$ cat src/rtl/clock_tick_pkg.sv
// Shared constants and types for the slow-tap receiver: default widths,
// tap channel indices and the per-channel measurement state encoding.
package clock_tick_pkg;

    localparam int DEFAULT_N_CH        = 6;
    localparam int DEFAULT_CNT_W       = 28;
    localparam int DEFAULT_SYNC_STAGES = 2;
    localparam int DEFAULT_TIMEOUT     = 2**28 - 1;
    localparam int SEL_W               = 3;

    // Tap positions on slow_in as wired from the clock divider
    localparam int CH_1HZ     = 0;
    localparam int CH_10HZ    = 1;
    localparam int CH_20HZ    = 2;
    localparam int CH_40HZ    = 3;
    localparam int CH_DIV8    = 4;
    localparam int CH_DIV2_18 = 5;

    // Measurement state of one channel:
    //   IDLE    - no edge seen since reset
    //   ARMED   - one edge seen, counter running, no period yet
    //   VALID   - period register holds a real measurement
    //   STALLED - armed channel went TIMEOUT cycles without an edge
    typedef enum logic [1:0] {
        ST_IDLE    = 2'd0,
        ST_ARMED   = 2'd1,
        ST_VALID   = 2'd2,
        ST_STALLED = 2'd3
    } ch_state_t;

endpackage

$ cat src/rtl/clock_tick_sync_if.sv
// Signal bundle between the slow-tap receiver and its consumer.
// There is no valid/ready handshake here: tick is a one-cycle strobe the
// consumer must use in the cycle it appears, and period_out/period_valid are
// a registered readout with one cycle of latency from period_sel.
// dbg_state exposes every channel's measurement state for observation.
interface clock_tick_sync_if #(
    parameter int N_CH  = clock_tick_pkg::DEFAULT_N_CH,
    parameter int CNT_W = clock_tick_pkg::DEFAULT_CNT_W
);
    logic [N_CH-1:0]                          slow_in;
    logic [N_CH-1:0]                          tick;
    logic [N_CH-1:0]                          level;
    logic [N_CH-1:0]                          stalled;
    logic [clock_tick_pkg::SEL_W-1:0]         period_sel;
    logic [CNT_W-1:0]                         period_out;
    logic                                     period_valid;
    clock_tick_pkg::ch_state_t [N_CH-1:0]     dbg_state;

    modport master (
        output slow_in, period_sel,
        input  tick, level, stalled, period_out, period_valid, dbg_state
    );

    modport slave (
        input  slow_in, period_sel,
        output tick, level, stalled, period_out, period_valid, dbg_state
    );
endinterface

$ cat src/rtl/clock_tick_sync_tick_channel.sv
// One slow tap: synchronizer chain, rising-edge detect, period counter and
// the armed/valid/stalled tracking. All bookkeeping keys off the
// combinational rise so that tick, the counter restart and the period load
// land on the same clk edge.
module tick_channel #(
    parameter int SYNC_STAGES = clock_tick_pkg::DEFAULT_SYNC_STAGES,
    parameter int CNT_W       = clock_tick_pkg::DEFAULT_CNT_W,
    parameter int TIMEOUT     = clock_tick_pkg::DEFAULT_TIMEOUT
) (
    input  logic                      clk,
    input  logic                      reset,
    input  logic                      slow_in,
    output logic                      tick,
    output logic                      level,
    output logic                      stalled,
    output logic                      vld,
    output logic [CNT_W-1:0]          period,
    output clock_tick_pkg::ch_state_t state
);
    import clock_tick_pkg::*;

    localparam logic [CNT_W-1:0] CNT_MAX  = '1;
    localparam logic [CNT_W-1:0] STALL_AT = CNT_W'(TIMEOUT - 1);

    logic [SYNC_STAGES-1:0] sync_q;
    logic                   prev_q;
    logic [CNT_W-1:0]       cnt_q;
    logic                   rise;
    logic                   timeout;
    logic [CNT_W-1:0]       period_next;

    assign rise        = sync_q[SYNC_STAGES-1] & ~prev_q;
    assign timeout     = (cnt_q == STALL_AT);
    assign period_next = (cnt_q == CNT_MAX) ? CNT_MAX : cnt_q + 1'b1;
    assign level       = sync_q[SYNC_STAGES-1];

    // Synchronize the tap, remember the last synced level, register the edge strobe
    always_ff @(posedge clk or posedge reset) begin
        if (reset) begin
            sync_q <= '0;
            prev_q <= 1'b0;
            tick   <= 1'b0;
        end else begin
            sync_q <= {sync_q[SYNC_STAGES-2:0], slow_in};
            prev_q <= sync_q[SYNC_STAGES-1];
            tick   <= rise;
        end
    end

    // Cycles since the last edge: restart on an edge, otherwise count and saturate
    always_ff @(posedge clk or posedge reset) begin
        if (reset) begin
            cnt_q <= '0;
        end else if (rise) begin
            cnt_q <= '0;
        end else if (cnt_q != CNT_MAX) begin
            cnt_q <= cnt_q + 1'b1;
        end
    end

    // Measurement FSM; an edge always beats a coincident timeout
    always_ff @(posedge clk or posedge reset) begin
        if (reset) begin
            state   <= ST_IDLE;
            stalled <= 1'b0;
            vld     <= 1'b0;
            period  <= '0;
        end else begin
            case (state)
                ST_IDLE: begin
                    if (rise) state <= ST_ARMED;
                end
                ST_ARMED: begin
                    if (rise) begin
                        state  <= ST_VALID;
                        vld    <= 1'b1;
                        period <= period_next;
                    end else if (timeout) begin
                        state   <= ST_STALLED;
                        stalled <= 1'b1;
                    end
                end
                ST_VALID: begin
                    if (rise) begin
                        period <= period_next;
                    end else if (timeout) begin
                        state   <= ST_STALLED;
                        stalled <= 1'b1;
                        vld     <= 1'b0;
                    end
                end
                ST_STALLED: begin
                    if (rise) begin
                        state   <= ST_ARMED;
                        stalled <= 1'b0;
                    end
                end
                default: begin
                    state   <= ST_IDLE;
                    stalled <= 1'b0;
                    vld     <= 1'b0;
                end
            endcase
        end
    end

endmodule

$ cat src/rtl/clock_tick_sync.sv
// Receiver for the divided-clock taps: one tick_channel per tap plus a
// registered period readout selected by period_sel.
module clock_tick_sync #(
    parameter int N_CH        = clock_tick_pkg::DEFAULT_N_CH,
    parameter int SYNC_STAGES = clock_tick_pkg::DEFAULT_SYNC_STAGES,
    parameter int CNT_W       = clock_tick_pkg::DEFAULT_CNT_W,
    parameter int TIMEOUT     = clock_tick_pkg::DEFAULT_TIMEOUT
) (
    input  logic               clk,
    input  logic               reset,
    clock_tick_sync_if.slave   bus
);
    import clock_tick_pkg::*;

    logic [N_CH-1:0]        tick_w;
    logic [N_CH-1:0]        level_w;
    logic [N_CH-1:0]        stalled_w;
    logic [N_CH-1:0]        vld_w;
    logic [CNT_W-1:0]       period_w [N_CH];
    ch_state_t [N_CH-1:0]   state_w;
    logic [CNT_W-1:0]       period_out_q;
    logic                   period_valid_q;

    for (genvar i = 0; i < N_CH; i++) begin : g_ch
        tick_channel #(
            .SYNC_STAGES (SYNC_STAGES),
            .CNT_W       (CNT_W),
            .TIMEOUT     (TIMEOUT)
        ) u_ch (
            .clk     (clk),
            .reset   (reset),
            .slow_in (bus.slow_in[i]),
            .tick    (tick_w[i]),
            .level   (level_w[i]),
            .stalled (stalled_w[i]),
            .vld     (vld_w[i]),
            .period  (period_w[i]),
            .state   (state_w[i])
        );
    end

    // Registered readout; out-of-range selects read as an invalid zero
    always_ff @(posedge clk or posedge reset) begin
        if (reset) begin
            period_out_q   <= '0;
            period_valid_q <= 1'b0;
        end else if (int'(bus.period_sel) < N_CH) begin
            period_out_q   <= period_w[bus.period_sel];
            period_valid_q <= vld_w[bus.period_sel];
        end else begin
            period_out_q   <= '0;
            period_valid_q <= 1'b0;
        end
    end

    assign bus.tick         = tick_w;
    assign bus.level        = level_w;
    assign bus.stalled      = stalled_w;
    assign bus.period_out   = period_out_q;
    assign bus.period_valid = period_valid_q;
    assign bus.dbg_state    = state_w;

endmodule

$ cat src/flat_wrapper.sv
// flat-port wrapper written by rule: the top's interface ports become plain ports
module clock_tick_sync_flat import clock_tick_pkg::*;
#(
    parameter int N_CH        = clock_tick_pkg::DEFAULT_N_CH,
    parameter int SYNC_STAGES = clock_tick_pkg::DEFAULT_SYNC_STAGES,
    parameter int CNT_W       = clock_tick_pkg::DEFAULT_CNT_W,
    parameter int TIMEOUT     = clock_tick_pkg::DEFAULT_TIMEOUT
)
  (clk, reset, bus_slow_in, bus_period_sel, bus_tick, bus_level, bus_stalled, bus_period_out, bus_period_valid, bus_dbg_state);
  clock_tick_sync_if #(.N_CH(N_CH), .CNT_W(CNT_W)) bus_i ();
  input  logic clk;
  input  logic reset;
  input wire logic [$bits(bus_i.slow_in)-1:0] bus_slow_in;
  input wire logic [$bits(bus_i.period_sel)-1:0] bus_period_sel;
  output wire logic [$bits(bus_i.tick)-1:0] bus_tick;
  output wire logic [$bits(bus_i.level)-1:0] bus_level;
  output wire logic [$bits(bus_i.stalled)-1:0] bus_stalled;
  output wire logic [$bits(bus_i.period_out)-1:0] bus_period_out;
  output wire logic [$bits(bus_i.period_valid)-1:0] bus_period_valid;
  output wire logic [$bits(bus_i.dbg_state)-1:0] bus_dbg_state;
  assign bus_i.slow_in = bus_slow_in;
  assign bus_i.period_sel = bus_period_sel;
  assign bus_tick = bus_i.tick;
  assign bus_level = bus_i.level;
  assign bus_stalled = bus_i.stalled;
  assign bus_period_out = bus_i.period_out;
  assign bus_period_valid = bus_i.period_valid;
  assign bus_dbg_state = bus_i.dbg_state;
  clock_tick_sync #(.N_CH(N_CH), .SYNC_STAGES(SYNC_STAGES), .CNT_W(CNT_W), .TIMEOUT(TIMEOUT)) u_core (.clk(clk), .reset(reset), .bus(bus_i));
endmodule
$ cat config.mk
export PLATFORM = sky130hd
export DESIGN_NAME = clock_tick_sync_flat
export DESIGN_NICKNAME = d
export VERILOG_FILES = /design/src/rtl/clock_tick_pkg.sv /design/src/rtl/clock_tick_sync_if.sv /design/src/rtl/clock_tick_sync_tick_channel.sv /design/src/rtl/clock_tick_sync.sv /design/src/flat_wrapper.sv
export SDC_FILE = /design/constraint.sdc
export NUM_CORES = 1
export LEC_CHECK = 0
export BUFFER_PORTS_ARGS = -buffer_cell sky130_fd_sc_hd__buf_2
export CORE_MARGIN = 3
export CORE_UTILIZATION = 30
export CTS_CLUSTER_DIAMETER = 80
export DETAILED_ROUTE_END_ITERATION = 12
export SYNTH_ARGS = -nofsm -noshare
export SYNTH_HDL_FRONTEND = slang
export SYNTH_HIERARCHICAL = 1
export SYNTH_SLANG_ARGS = --single-unit
$ cat constraint.sdc
create_clock -name clk -period 4.5 [get_ports clk]
set_input_delay 0.675 -clock clk [delete_from_list [all_inputs] [get_ports clk]]
set_output_delay 0.675 -clock clk [all_outputs]
set_load 0.05 [all_outputs]
Yosys cells after proc, flatten, opt, wreduce, memory -nomap -nowiden
Cells that the tools add are included.
{"block": "classes", "add_sub_neg": 6, "n_lt_le_gt_ge": 3, "n_eq_ne": 78, "mux": 103, "bitwise_logic": 13, "reduce_logical": 60}
{"cell": "28-bit 2-to-1 mux", "count": 21}
{"cell": "28-bit == test (second input constant)", "count": 12}
{"cell": "28-bit by 1-bit adder with 28-bit output (second input constant)", "count": 6}
{"cell": "28-bit inequality test (second input constant)", "count": 6}
{"cell": "28-bit binary-select mux with 3-bit select", "count": 1}
{"cell": "2-bit inequality test (second input constant)", "count": 30}
{"cell": "2-bit 2-to-1 mux", "count": 24}
{"cell": "4-bit AND reduction", "count": 12}
{"cell": "1-bit 2-to-1 mux", "count": 38}
{"cell": "2-bit case mux with 3 select lines", "count": 6}
{"cell": "2-bit nonzero test", "count": 18}
{"cell": "2-bit == test (second input constant)", "count": 12}
{"cell": "2-bit by 1-bit inequality test with 1-bit output (second input constant)", "count": 12}
{"cell": "1-bit case mux with 2 select lines", "count": 12}
{"cell": "2-bit AND reduction", "count": 12}
{"cell": "2-bit OR reduction", "count": 12}
{"cell": "2-bit by 1-bit == test with 1-bit output (second input constant)", "count": 6}
{"cell": "2-bit zero test", "count": 6}
{"cell": "1-bit bitwise AND", "count": 6}
{"cell": "1-bit inverter", "count": 6}
{"cell": "4-bit >= comparator (second input constant)", "count": 1}
{"cell": "3-bit by 4-bit < comparator with 1-bit output (second input constant)", "count": 1}
{"cell": "3-bit inverter with 4-bit output", "count": 1}
{"cell": "1-bit binary-select mux with 3-bit select", "count": 1}
{"cell": "3-bit < comparator (second input constant)", "count": 1}
{"block": "word_totals", "reg_bits": 413, "in_bits": 11, "output_inout_bits": 59, "elab_cells": 313}

Logic depth before layout (Yosys ltp)
Gate-level depths: netlist of the first run.
{"block": "depth", "depth_word": 5, "depth_mapped": 8, "mapped_depth_nobuf": 6}

By module
The synthesis of the first run kept the hierarchy.
{"mod": "tick_channel at u_core.g_ch[1].u_ch ...", "instances": 4, "cells_each": 302, "area_per_inst_um2": 2957.8, "seq_area_each_um2": 1601.5}
{"mod": "tick_channel at u_core.g_ch[0].u_ch", "instances": 1, "cells_each": 315, "area_per_inst_um2": 2970.3, "seq_area_each_um2": 1601.5}
{"mod": "tick_channel at u_core.g_ch[5].u_ch", "instances": 1, "cells_each": 301, "area_per_inst_um2": 2951.6, "seq_area_each_um2": 1601.5}
{"mod": "clock_tick_sync", "instances": 1, "cells_each": 197, "area_per_inst_um2": 2361.0, "seq_area_each_um2": 725.7}

Least setup slack after synthesis of the first run
Ideal clock, no wire load.
{"block": "synth_path", "path_type": "register -> register", "start": "reg u_core.g_ch[5].u_ch.state[0]", "end": "reg u_core.g_ch[5].u_ch.period[14]", "setup_time_ns": 0.136, "arrival_ns": 2.038, "required_ns": 4.364, "setup_slack_ns": 2.326, "stages_incl_launch_ff": 8, "n_path_buf": 3, "period_less_slack_ns": 2.174, "path_cell_list": "dfrtp_1 -> inv_1 -> ha_1 -> clkbuf_1 -> nand2b_1 -> clkbuf_1 -> clkbuf_1 -> o21ai_0"}
{"block": "synth_via", "elab_chain_len": 3, "elab_cells_between_ends": 4, "classes_between": "eq/ne: 2; reduce/logical: 2"}
{"element": "start, declared", "line_no": "clock_tick_sync_tick_channel.sv:18", "rtl": "output clock_tick_pkg::ch_state_t state"}
{"element": "start signal, assigned", "line_no": "clock_tick_sync_tick_channel.sv:64", "rtl": "state <= ST_IDLE;"}
{"element": "start signal, assigned", "line_no": "clock_tick_sync_tick_channel.sv:71", "rtl": "if (rise) state <= ST_ARMED;"}
{"element": "start signal, assigned", "line_no": "clock_tick_sync_tick_channel.sv:75", "rtl": "state <= ST_VALID;"}
{"element": "2-bit == test / 2-bit by 1-bit == test with 1-bit output (equally long branches)", "line_no": "clock_tick_sync_tick_channel.sv:69", "rtl": "case (state)"}
{"element": "2-bit OR reduction (no source line) *"}
{"element": "2-bit AND reduction (no source line) *"}
{"element": "end signal, assigned", "line_no": "clock_tick_sync_tick_channel.sv:77", "rtl": "period <= period_next;"}
{"element": "end signal, assigned", "line_no": "clock_tick_sync_tick_channel.sv:85", "rtl": "period <= period_next;"}
{"element": "end, declared", "line_no": "clock_tick_sync_tick_channel.sv:17", "rtl": "output logic [CNT_W-1:0] period,"}
Mark *: on every way between the ends. The rest lies on a longest branch, timed or not.
A chain may end at the register's enable or synchronous reset.

Final worst setup path of the first run
{"block": "layout_path", "start": "reg u_core.g_ch[5].u_ch.sync_q[1]", "end": "reg u_core.g_ch[5].u_ch.period[18]"}
{"block": "layout_via", "elab_chain_len": 2}
{"element": "start, declared", "line_no": "clock_tick_sync_tick_channel.sv:25", "rtl": "logic [SYNC_STAGES-1:0] sync_q;"}
{"element": "start signal, assigned", "line_no": "clock_tick_sync_tick_channel.sv:44", "rtl": "sync_q <= {sync_q[SYNC_STAGES-2:0], slow_in};"}
{"element": "1-bit bitwise AND", "line_no": "clock_tick_sync_tick_channel.sv:32", "rtl": "assign rise = sync_q[SYNC_STAGES-1] & ~prev_q;"}
{"element": "2-bit AND reduction (no source line)"}
No other way between the ends.

==> reports/qor.txt, run 1 <==
==========================================================================================
Core Area                                                                       66100 um^2
DR DRC count                                                                             0
Worst Hold Path EP                                                            u_core/g_ch[4].u_ch/sync_q[0]
Clock network power share                                                            34.4%
Length in cells of the worst reg-to-reg path                                             6
TritonCTS Sinks                                                                        413
XOR/XNOR Fraction of Synth Area                                                      5.23%
Number of endpoints with negative hold slack in the final report                         0
Switching part of the total power                                                    33.7%
Net Count, Synth                                                                      2062
Fin Setup TNS                                                                         0 ns
Remaining antenna violation count after routing                                          0
Number of instances in the synthesized netlist                                        2021
Number of vias per cell after detailed routing                                        5.12
Portion of the post-synthesis area used by sequential elements                       51.4%
GPL Wtd Cong                                                                         0.908
Setup Fix Bufs, Post-CTS                                                                 0
Worst reg2reg setup slack                                                          1.92 ns
Design internal power                                                              7.53 mW
Final-stage net count                                                                 2076
Share of synthesized cell area in full adder, half adder and majority cells          1.87%
Most used DFF post-synth                                                      sky130_fd_sc_hd__dfrtp_1
Die Outline Area                                                                70200 um^2
CP max stage delay                                                                 0.86 ns
Fraction of power consumed by combinational cells                                    22.9%
Overall overflow remaining after global route                                            0
Post-synth EDFFs                                                                         0
Worst reg2reg startpoint                                                      u_core/g_ch[5].u_ch/sync_q[1]
Mux cell area share after synthesis                                                  6.07%
Highest clock rate                                                               0.387 GHz
Mapped Area                                                                     20100 um^2
Worst min path class                                                                in2reg
Post-route clock skew                                                            0.0162 ns
Period minus WS final                                                              2.58 ns
Largest net degree at the start of global routing                                       48
Overall global routing resource usage                                                15.2%
Vias in the first global route                                                       14700
Total of endpoints with negative setup slack in the final report                         0
Worst hold stages                                                                        1
Cell occurring most often along the worst timing path                         sky130_fd_sc_hd__nand2b_1
Crit-path slowest cell                                                        sky130_fd_sc_hd__clkinv_1
Average cell area after synthesis                                                9.95 um^2
HP Start                                                                      bus_slow_in[4]
Pwr/cell area                                                                  504 nW/um^2
Clock network latency to the later pin of the worst-skew pair                      0.58 ns
Maximum number of buffers from clock root to sink                                        3
Status                                                                        complete, no violations
Cell chosen for the clock root                                                sky130_fd_sc_hd__clkbuf_16
Commonest cells after routing, fill and taps aside                            sky130_fd_sc_hd__dfrtp_1, sky130_fd_sc_hd__nor2_1, sky130_fd_sc_hd__nand2_1
Cell row count                                                                          94
Leading cell type in the layout, fill and taps excluded                       sky130_fd_sc_hd__dfrtp_1
Number of diodes added for antenna fixing                                                0
Sequence of cells on the critical path                                        nand2b_1 -> clkinv_1 -> nand2b_1 -> buf_4 -> nor2_1 -> a21oi_1
Total Wirelength                                                                   54.2 mm
Maximum fanout along the worst path                                                     36
Sw Pwr                                                                             3.84 mW
Total number of vias                                                                 15000
Yosys warns                                                                              6
H-tree level count                                                                       2
Count of state elements after synthesis                                                413
Worst VDD drop                                                                      311 uV
Post-route clock period utilization                                                  57.4%
Area post-placement                                                             21000 um^2
Endpoint type of the worst setup path                                             register
Number of library cell types mapped by synthesis                                        60
Global-route wire length before repair                                             84.2 mm
Antenna violations before repair                                                         3
Share of total power in sequential cells                                             42.7%
Die width                                                                           265 um
End-of-flow core utilization                                                         34.1%
Number of iterations in the first detailed-routing pass                                  5
Synth Area in Compound Gates                                                         11.3%
Pin slew with the least headroom to its limit                                      1.18 ns
Share of layout cells above drive strength 1                                         12.5%
Remaining max-slew budget at the tightest pin                                        21.1%
Number of buffers created by CTS                                                        46
Clock Pin Slew Worst Setup and Hold Paths                                          0.06 ns
Largest family of logic cells by synthesized area                             simple AND/OR/NAND/NOR gates
Clock tree from TritonCTS                                                             done
Number of input and output port buffers inserted                                        69
Area growth from synthesis to layout                                                 12.2%
Reg2Reg Capture Point                                                         u_core/g_ch[5].u_ch/period[18]
Post-synthesis share of cell area spent on and, or, nand and nor gates               19.6%
Post-cts sizing count                                                                    0
I/O pin total                                                                           70
Arrival time of the worst setup path                                               3.08 ns
Routed len/inst                                                                    18.5 um
Hold-fix buffers at CTS                                                                  0
Kind of launch point of the worst setup path                                      register
Async SR Flop Fraction                                                                100%
Worst Setup Path Type                                                              reg2reg
Number of max-cap violations                                                             0
Crit path required time                                                            5.00 ns
Initial Util                                                                         30.4%
Violation count after the first detailed-routing iteration                            1477
Max-slew violation count                                                                 0
Final cell area excluding filler cells                                          22600 um^2
RSZ-0062 raised after global routing                                                    no
Final Hold Slack                                                                  0.207 ns
Total leakage power                                                                9.74 nW
Half-perimeter wire length after detailed placement                                38.8 mm
Die Height                                                                          265 um
==========================================================================================
[layer usage]
metal	vias up	routed length [um]	GRT usage (%)
met5	-	12	0
met1	7449	23800	20.3
met4	2	1280	4.29
met2	363	24900	23.9
met3	86	4270	4.83
li1	7135	-	-
[Yosys cell counts, types with 3 or more instances]
| library cell | instances | area (um^2) |
|---|---|---|
| sky130_fd_sc_hd__o221ai_2 | 14 | 210 |
| sky130_fd_sc_hd__a21oi_2 | 8 | 70.1 |
| sky130_fd_sc_hd__and3_1 | 15 | 93.8 |
| sky130_fd_sc_hd__o221ai_1 | 15 | 131 |
| sky130_fd_sc_hd__nor2_1 | 292 | 1100 |
| sky130_fd_sc_hd__a211oi_1 | 15 | 113 |
| sky130_fd_sc_hd__and4_1 | 31 | 272 |
| sky130_fd_sc_hd__buf_6 | 17 | 191 |
| sky130_fd_sc_hd__or4_1 | 10 | 75.1 |
| sky130_fd_sc_hd__clkbuf_2 | 8 | 40.0 |
| sky130_fd_sc_hd__inv_1 | 42 | 158 |
| sky130_fd_sc_hd__o21ai_1 | 13 | 65.1 |
| sky130_fd_sc_hd__xor2_1 | 36 | 315 |
| sky130_fd_sc_hd__nand4_1 | 52 | 325 |
| sky130_fd_sc_hd__o31ai_1 | 10 | 75.1 |
| sky130_fd_sc_hd__nor4_1 | 35 | 219 |
| sky130_fd_sc_hd__clkbuf_1 | 62 | 233 |
| sky130_fd_sc_hd__xnor2_1 | 84 | 736 |
| sky130_fd_sc_hd__nand2_2 | 4 | 25.0 |
| sky130_fd_sc_hd__nor4b_1 | 5 | 43.8 |
| sky130_fd_sc_hd__nand3_1 | 52 | 260 |
| sky130_fd_sc_hd__mux2i_1 | 74 | 741 |
| sky130_fd_sc_hd__mux2_4 | 17 | 255 |
| sky130_fd_sc_hd__clkinv_1 | 5 | 18.8 |
| sky130_fd_sc_hd__and2_1 | 29 | 181 |
| sky130_fd_sc_hd__dfrtp_1 | 413 | 10300 |
| sky130_fd_sc_hd__buf_1 | 14 | 52.6 |
| sky130_fd_sc_hd__buf_8 | 5 | 75.1 |
| sky130_fd_sc_hd__o211ai_1 | 4 | 30.0 |
| sky130_fd_sc_hd__o22ai_1 | 7 | 43.8 |
| sky130_fd_sc_hd__ha_1 | 30 | 375 |
| sky130_fd_sc_hd__nor3_1 | 34 | 170 |
| sky130_fd_sc_hd__a31o_2 | 3 | 26.3 |
| sky130_fd_sc_hd__or3_1 | 18 | 113 |
| sky130_fd_sc_hd__a41o_1 | 5 | 50.1 |
| sky130_fd_sc_hd__or4_4 | 5 | 56.3 |
| sky130_fd_sc_hd__buf_2 | 17 | 85.1 |
| sky130_fd_sc_hd__nand2b_1 | 15 | 93.8 |
| sky130_fd_sc_hd__o21ai_0 | 93 | 465 |
| sky130_fd_sc_hd__a21oi_1 | 98 | 490 |
| sky130_fd_sc_hd__a31oi_1 | 74 | 463 |
| sky130_fd_sc_hd__nand3_2 | 6 | 60.1 |
| sky130_fd_sc_hd__mux2_2 | 20 | 225 |
| sky130_fd_sc_hd__nand2_1 | 195 | 732 |
[worst max-delay path by stage]
| stage | end | cells after the start | slack, ns | start |
|---|---|---|---|---|
| 2_1_floorplan | u_core/g_ch[0].u_ch/cnt_q[0] | 1 | 2.23 | reset |
| 3_3_place_gp | u_core/g_ch[5].u_ch/period[18] | 6 | 1.98 | u_core/g_ch[5].u_ch/sync_q[1] |
| 3_5_place_dp | u_core/g_ch[5].u_ch/period[18] | 6 | 1.91 | u_core/g_ch[5].u_ch/sync_q[1] |
| 4_1_cts | u_core/g_ch[5].u_ch/period[18] | 6 | 1.88 | u_core/g_ch[5].u_ch/sync_q[1] |
| 5_1_grt | u_core/g_ch[5].u_ch/period[19] | 6 | 1.63 | u_core/g_ch[5].u_ch/sync_q[1] |
| 6_report | u_core/g_ch[5].u_ch/period[18] | 6 | 1.92 | u_core/g_ch[5].u_ch/sync_q[1] |
[metrics by stage]
step,instances,worst slack (ns),total power [mW]
2_1_floorplan,2021,2.23,6.66
3_3_place_gp,2851,1.98,7.41
3_5_place_dp,2851,1.91,7.51
4_1_cts,2935,1.88,11.5
5_1_grt,2935,1.63,12.0
6_report,2935,1.92,11.4
[kinds of logic after synthesis]
logic type                 after synthesis
AOI/OAI and AO/OA                      364
xor gates and xnor gates               120
adders and majority gates               30
buffers and inverters                  175
DFF                                    413
muxes                                  111
and+or+nand+nor                        808
[power by group through the flow]
stage	sequential [mW]	clock, mW	combinational, mW
6_report	4.86	3.91	2.60
5_1_grt	4.91	4.19	2.87
4_1_cts	4.86	4.04	2.61
3_5_place_dp	4.92	0	2.59
3_3_place_gp	4.91	0	2.51
2_1_floorplan	5.02	0	1.64
[area by class of cell]
| class | count | area [um^2] |
|---|---|---|
| clock buffer | 68 | 1390 |
| clock inverter | 16 | 193 |
| fill | 6681 | 43500 |
| inverter | 48 | 180 |
| multi-input combinational | 1433 | 8870 |
| sequential | 413 | 10300 |
| tap | 864 | 1080 |
| timing repair buffer | 93 | 526 |
[registers in the layout, indices dropped and copies added (netlist names)]
register and cells:
u_core/g_ch.u_ch/cnt_q 168, u_core/g_ch.u_ch/period 168, u_core/bus.period_out 28, u_core/g_ch.u_ch/state 12
u_core/g_ch.u_ch/sync_q 12, u_core/g_ch.u_ch/prev_q 6, u_core/g_ch.u_ch/stalled 6, u_core/g_ch.u_ch/tick 6
u_core/g_ch.u_ch/vld 6, u_core/bus.period_valid 1
[worst max-delay path, delay by kind of cell (launching register included)]
family	cells	cell delay [ns]
AND/OR/NAND/NOR	3	0.69
AO/OA/AOI/OAI	1	0.19
buffers and inverters	2	1.20
flip-flops	1	0.40
No activity file was read; power rests on OpenSTA's default activity.
==> run 2, diff against run 1 <==
Clock period 4.5 ns to 2.21 ns, I/O delays scaled along.
==> reports/qor.txt, run 2 (synthesis results as in run 1) <==
===============================================================================
Status                                                             complete, no violations   unchanged
Global-route wire length before repair                                  85.1 mm   was 84.2 mm
Antenna violations before repair                                              7   was 3
Die width                                                                265 um   unchanged
Die Outline Area                                                     70200 um^2   unchanged
Worst Setup Path Type                                                   reg2reg   unchanged
Overall global routing resource usage                                     15.3%   was 15.2%
Overall overflow remaining after global route                                 0   unchanged
Commonest cells after routing, fill and taps aside                 sky130_fd_sc_hd__dfrtp_1, sky130_fd_sc_hd__nor2_1, sky130_fd_sc_hd__nand2_1   unchanged
Period minus WS final                                                   2.10 ns   was 2.58 ns
Max-slew violation count                                                      0   unchanged
Cell row count                                                               94   unchanged
Area growth from synthesis to layout                                      15.2%   was 12.2%
Power, Total                                                            22.8 mW   was 11.4 mW
Maximum fanout along the worst path                                          25   was 36
Leading cell type in the layout, fill and taps excluded            sky130_fd_sc_hd__dfrtp_1   unchanged
I/O pin total                                                                70   unchanged
Switching part of the total power                                         34.1%   was 33.7%
Fin Setup TNS                                                              0 ns   unchanged
Worst slack, placed                                                   0.0406 ns   was 1.91 ns
Sw Pwr                                                                  7.75 mW   was 3.84 mW
Initial Util                                                              30.4%   unchanged
DR DRC count                                                                  0   unchanged
Die Height                                                               265 um   unchanged
Crit path required time                                                 2.69 ns   was 5.00 ns
Highest clock rate                                                    0.476 GHz   was 0.387 GHz
Core Area                                                            66100 um^2   unchanged
Cell chosen for the clock root                                     sky130_fd_sc_hd__clkbuf_16   unchanged
Clock network power share                                                 32.7%   was 34.4%
RSZ-0062 raised after global routing                                        yes   was no
Final-stage net count                                                      2136   was 2076
Count of filler cells inserted in the layout                               6634   was 6681
Number of vias per cell after detailed routing                             5.08   was 5.12
TritonCTS Sinks                                                             413   unchanged
Fraction of power consumed by combinational cells                         24.3%   was 22.9%
Total leakage power                                                     10.0 nW   was 9.74 nW
GPL Wtd Cong                                                              0.895   was 0.908
Pin slew with the least headroom to its limit                          0.697 ns   was 1.18 ns
Design internal power                                                   15.0 mW   was 7.53 mW
Remaining antenna violation count after routing                               0   unchanged
Least setup slack across all paths after layout                        0.110 ns   was 1.92 ns
Pwr/cell area                                                       982 nW/um^2   was 504 nW/um^2
Clock tree from TritonCTS                                                  done   unchanged
Final Hold Slack                                                       0.346 ns   was 0.207 ns
Total number of vias                                                      15200   was 15000
Post-route clock period utilization                                       95.0%   was 57.4%
Clock Pin Slew Worst Setup and Hold Paths                               0.06 ns   about the same
Violation count after the first detailed-routing iteration                 1166   was 1477
Vias in the first global route                                            14900   was 14700
Final cell area excluding filler cells                               23200 um^2   was 22600 um^2
Total of endpoints with negative setup slack in the final report              0   unchanged
Half-perimeter wire length after detailed placement                     39.8 mm   was 38.8 mm
Number of endpoints with negative hold slack in the final report              0   unchanged
Number of diodes added for antenna fixing                                     0   unchanged
Kind of launch point of the worst setup path                           register   unchanged
Number of input and output port buffers inserted                             69   unchanged
Share of layout cells above drive strength 1                              15.5%   was 12.5%
Share of total power in sequential cells                                  43.0%   was 42.7%
Largest net degree at the start of global routing                            65   was 48
Endpoint type of the worst setup path                                  register   unchanged
Number of max-cap violations                                                  0   unchanged
Maximum number of buffers from clock root to sink                             3   unchanged
Total Wirelength                                                        54.6 mm   was 54.2 mm
Number of buffers created by CTS                                             45   was 46
Area post-placement                                                  21500 um^2   was 21000 um^2
Worst min path class                                                    reg2reg   was in2reg
Arrival time of the worst setup path                                    2.58 ns   was 3.08 ns
Clock network latency to the later pin of the worst-skew pair           0.58 ns   about the same
Remaining max-slew budget at the tightest pin                             53.5%   was 21.1%
Post-route clock skew                                                 0.0137 ns   was 0.0162 ns
H-tree level count                                                            2   unchanged
Routed len/inst                                                         18.2 um   was 18.5 um
Number of iterations in the first detailed-routing pass                       5   unchanged
Worst VDD drop                                                           686 uV   was 311 uV
===============================================================================
## run 2: per-stage QoR
stage | util (%) | instances
6_report | 35.1 | 2995
3_5_place_dp | 32.6 | 2901
3_3_place_gp | 32.6 | 2901
4_1_cts | 34.9 | 2991
5_1_grt | 35.1 | 2995
2_1_floorplan | - | 2021
## run 2: worst max-delay path: stages, from the launching register on
cell and delay, ns:
sky130_fd_sc_hd__dfrtp_1 0.41, sky130_fd_sc_hd__and4_1 0.41, sky130_fd_sc_hd__nand2_1 0.15, sky130_fd_sc_hd__or4_4 0.72, sky130_fd_sc_hd__a211oi_1 0.31
## run 2: power groups by stage
| stage | clock (mW) | sequential, mW | combinational [mW] |
|---|---|---|---|
| floorplan | 0 | 10.2 | 3.34 |
| global placement | 0 | 9.89 | 5.34 |
| detailed placement | 0 | 9.93 | 5.52 |
| CTS | 7.68 | 9.81 | 5.54 |
| global route | 7.99 | 9.92 | 6.13 |
| finish | 7.44 | 9.78 | 5.54 |
## run 2: final timing paths
| check | slack (ns) | end | depth (start not counted) | startpoint |
|---|---|---|---|---|
| worst min-delay path | 0.35 | u_core/g_ch[2].u_ch/sync_q[1] | 0 | u_core/g_ch[2].u_ch/sync_q[0] |
| worst max-delay path | 0.11 | u_core/g_ch[2].u_ch/cnt_q[1] | 4 | u_core/g_ch[2].u_ch/cnt_q[2] |
| worst max register to register | 0.11 | u_core/g_ch[2].u_ch/cnt_q[1] | 4 | u_core/g_ch[2].u_ch/cnt_q[2] |
| min in group asynchronous | 0.52 | u_core/g_ch[0].u_ch/tick | 3 | reset |
| max in group asynchronous | 1.03 | u_core/g_ch[1].u_ch/period[22] | 4 | reset |
| worst min register to register | 0.35 | u_core/g_ch[2].u_ch/sync_q[1] | 0 | u_core/g_ch[2].u_ch/sync_q[0] |
## run 2: timing repair
action	in CTS	in global routing
hold buffers	7	0
resized for setup	0	19
setup endpoints to repair	0	24
buffers inserted	0	1
endpoints found under the hold margin	150	0
## run 2: final cells by class
cell class | count | area, um^2 | area share (%)
inverter | 48 | 180 | 0.777
timing repair buffer | 151 | 1140 | 4.92
tap | 864 | 1080 | 4.66
clock buffer | 66 | 1370 | 5.90
multi-input combinational | 1436 | 8960 | 38.7
sequential | 413 | 10300 | 44.6
clock inverter | 17 | 109 | 0.470
## run 2: metal layers
| metal | part of all wire [%] | track usage [%] | up-vias |
|---|---|---|---|
| li1 | - | - | 7255 |
| met4 | 2.4 | 4.20 | 0 |
| met1 | 44 | 20.6 | 7545 |
| met3 | 6.8 | 4.07 | 74 |
| met5 | 0 | 0 | - |
| met2 | 47 | 24.5 | 338 |
==> run 3, diff against run 2 <==
Settings changed: CORE_UTILIZATION 30 to 38.
==> reports/qor.txt, run 3 (synthesis results as in run 1) <==
===============================================================================
Leading cell type in the layout, fill and taps excluded            sky130_fd_sc_hd__dfrtp_1   unchanged
Met3 wirelength from detailed routing                                   2.97 mm   was 3.70 mm
Post-route clock period utilization                                       94.8%   was 95.0%
Total number of vias                                                      15200   about the same
Kind of launch point of the worst setup path                           register   unchanged
CP max stage delay                                                      0.63 ns   was 0.72 ns
Cell row count                                                               83   was 94
Status                                                             complete, no violations   unchanged
H-tree level count                                                            2   unchanged
Number of iterations in the first detailed-routing pass                       5   unchanged
Total leakage power                                                     10.1 nW   was 10.0 nW
Power, Total                                                            23.7 mW   was 22.8 mW
Remaining antenna violation count after routing                               0   unchanged
Crit path required time                                                 2.67 ns   was 2.69 ns
TritonCTS Sinks                                                             413   unchanged
Number of buffers created by CTS                                             46   was 45
Pin slew with the least headroom to its limit                          0.601 ns   was 0.697 ns
Remaining max-slew budget at the tightest pin                             58.8%   was 53.5%
Core Area                                                            51800 um^2   was 66100 um^2
GPL Wtd Cong                                                              0.944   was 0.895
Number of endpoints with negative hold slack in the final report              0   unchanged
Clock Pin Slew Worst Setup and Hold Paths                               0.06 ns   about the same
Global-route wire length before repair                                  83.8 mm   was 85.1 mm
Die Outline Area                                                     55700 um^2   was 70200 um^2
Design internal power                                                   15.9 mW   was 15.0 mW
DR DRC count                                                                  0   unchanged
Total of endpoints with negative setup slack in the final report              0   unchanged
Area growth from synthesis to layout                                      14.6%   was 15.2%
Fin Setup TNS                                                              0 ns   unchanged
Overall global routing resource usage                                     18.8%   was 15.3%
Die Height                                                               236 um   was 265 um
Worst reg2reg setup slack                                               0.11 ns   about the same
Endpoint type of the worst setup path                                  register   unchanged
Worst VDD drop                                                           849 uV   was 686 uV
Worst Setup Path Type                                                   reg2reg   unchanged
Clock network power share                                                 35.1%   was 32.7%
Initial Util                                                              38.8%   was 30.4%
Detail Route met2 WL                                                    25.5 mm   about the same
I/O pin total                                                                70   unchanged
Routed len/inst                                                         18.9 um   was 18.2 um
Switching part of the total power                                         32.9%   was 34.1%
Post-route clock skew                                                 0.0142 ns   was 0.0137 ns
Reg2Reg Capture Point                                              u_core/g_ch[0].u_ch/period[24]   was u_core/g_ch[2].u_ch/cnt_q[1]
Period minus WS final                                                   2.10 ns   about the same
Share of total power in sequential cells                                  41.5%   was 43.0%
Overall overflow remaining after global route                                 0   unchanged
Worst min path class                                                    reg2reg   unchanged
Top Layer Used                                                             met4   unchanged
Maximum number of buffers from clock root to sink                             3   unchanged
Total Wirelength                                                        52.9 mm   was 54.6 mm
Sequence of cells on the critical path                             nand4_2 -> or4_1 -> buf_4 -> nor4_2 -> and3_1 -> o31ai_1   was and4_1 -> nand2_1 -> or4_4 -> a211oi_1
Number of input and output port buffers inserted                             69   unchanged
Maximum fanout along the worst path                                           5   was 25
Final cell area excluding filler cells                               23100 um^2   was 23200 um^2
HP Start                                                           u_core/g_ch[0].u_ch/sync_q[0]   was u_core/g_ch[2].u_ch/sync_q[0]
Clock network latency to the later pin of the worst-skew pair           0.58 ns   about the same
Number of vias per cell after detailed routing                             5.40   was 5.08
Largest net degree at the start of global routing                            65   unchanged
Worst reg2reg startpoint                                           u_core/g_ch[0].u_ch/cnt_q[7]   was u_core/g_ch[2].u_ch/cnt_q[2]
Count of filler cells inserted in the layout                               4860   was 6634
Worst Hold Path EP                                                 u_core/g_ch[0].u_ch/sync_q[1]   was u_core/g_ch[2].u_ch/sync_q[1]
Length in cells of the worst reg-to-reg path                                  6   was 4
Sw Pwr                                                                  7.78 mW   was 7.75 mW
Final-stage net count                                                      2132   was 2136
RSZ-0062 raised after global routing                                        yes   unchanged
Half-perimeter wire length after detailed placement                     38.1 mm   was 39.8 mm
Arrival time of the worst setup path                                    2.55 ns   was 2.58 ns
Metal1 wirelength                                                       23.0 mm   was 24.1 mm
Cell chosen for the clock root                                     sky130_fd_sc_hd__clkbuf_16   unchanged
Vias in the first global route                                            15200   was 14900
Clock tree from TritonCTS                                                  done   unchanged
Share of layout cells above drive strength 1                              15.0%   was 15.5%
Antenna violations before repair                                              0   was 7
Setup Fix Bufs, Post-CTS                                                      0   unchanged
Fraction of power consumed by combinational cells                         23.4%   was 24.3%
End-of-flow core utilization                                              44.5%   was 35.1%
Commonest cells after routing, fill and taps aside                 sky130_fd_sc_hd__dfrtp_1, sky130_fd_sc_hd__nor2_1, sky130_fd_sc_hd__nand2_1   unchanged
Violation count after the first detailed-routing iteration                 1297   was 1166
Number of max-cap violations                                                  0   unchanged
Die width                                                                236 um   was 265 um
Area post-placement                                                  21300 um^2   was 21500 um^2
Worst hold stages                                                             0   unchanged
Pwr/cell area                                                      1030 nW/um^2   was 982 nW/um^2
Highest clock rate                                                    0.477 GHz   was 0.476 GHz
Crit-path slowest cell                                             sky130_fd_sc_hd__or4_1   was sky130_fd_sc_hd__or4_4
Max-slew violation count                                                      0   unchanged
===============================================================================
==> run 3: changes by cell type in the layout (fill, tap and decap cells not counted), sizes merged <==
cell      delta
clkinv       -5
or4          -2
diode        +1
inv          -2
buf          -3
bufinv       +8
clkbuf       -3
clkinvlp     +2
==> run 3: how the worst max path moves through the flow <==
| stage | from | end | slack (ns) | cells past startpoint |
|---|---|---|---|---|
| after floorplan | u_core/g_ch[5].u_ch/state[0] | u_core/g_ch[5].u_ch/period[14] | 0.04 | 7 |
| after global placement | u_core/g_ch[0].u_ch/cnt_q[7] | u_core/g_ch[0].u_ch/period[24] | 0.08 | 6 |
| after detailed placement | u_core/g_ch[0].u_ch/cnt_q[7] | u_core/g_ch[0].u_ch/cnt_q[24] | 0.08 | 6 |
| after CTS | u_core/g_ch[0].u_ch/cnt_q[7] | u_core/g_ch[0].u_ch/period[24] | 0.07 | 6 |
| after global routing | u_core/g_ch[3].u_ch/cnt_q[13] | u_core/g_ch[3].u_ch/cnt_q[1] | -0.008 | 4 |
| final | u_core/g_ch[0].u_ch/cnt_q[7] | u_core/g_ch[0].u_ch/period[24] | 0.11 | 6 |
==> run 3: critical path: cells and delay by family, from the launching register on <==
kind                   cells  cell delay, ns
buffers and inverters      1            0.20
AND/OR/NAND/NOR            4            1.28
flip-flops                 1            0.43
AO/OA/AOI/OAI              1            0.07
==> run 3: layout make-up <==
type	count	area, um^2	area share (%)
sequential	413	10300	44.8
timing repair buffer	148	1120	4.85
tap	680	851	3.69
clock inverter	20	314	1.36
inverter	48	180	0.781
clock buffer	63	1340	5.81
antenna	1	2.50	0.0109
multi-input combinational	1434	8920	38.7
==> run 3: power groups by stage <==
stage / registers, mW / logic, mW / clock network (mW)
finish: 9.82 / 5.54 / 8.30
CTS: 9.84 / 5.53 / 8.53
floorplan: 10.2 / 3.34 / 0
global route: 9.94 / 6.13 / 8.83
global placement: 9.93 / 5.35 / 0
detailed placement: 9.97 / 5.48 / 0
==> run 3: repair_timing <==
item                                    in CTS  in global routing
resized for setup                            0                 10
hold buffers                                 7                  0
endpoints found under the setup margin       0                 14
endpoints found under the hold margin      307                  0
==> run 3: metrics by stage <==
stage	cells	worst slack, ns	hold WS (ns)
after CTS	2805	0.0675	0.341
after global placement	2715	0.0842	0.333
after floorplan	2021	0.0359	0.331
final	2807	0.114	0.346
after detailed placement	2715	0.0752	0.335
after global routing	2806	-0.00812	0.353
==> run 3: layer usage <==
layer | vias to the layer above | global-route usage, %
met3 | 90 | 3.88
met4 | 0 | 5.99
met5 | - | 0
met2 | 346 | 31.2
li1 | 7255 | -
met1 | 7463 | 24.7
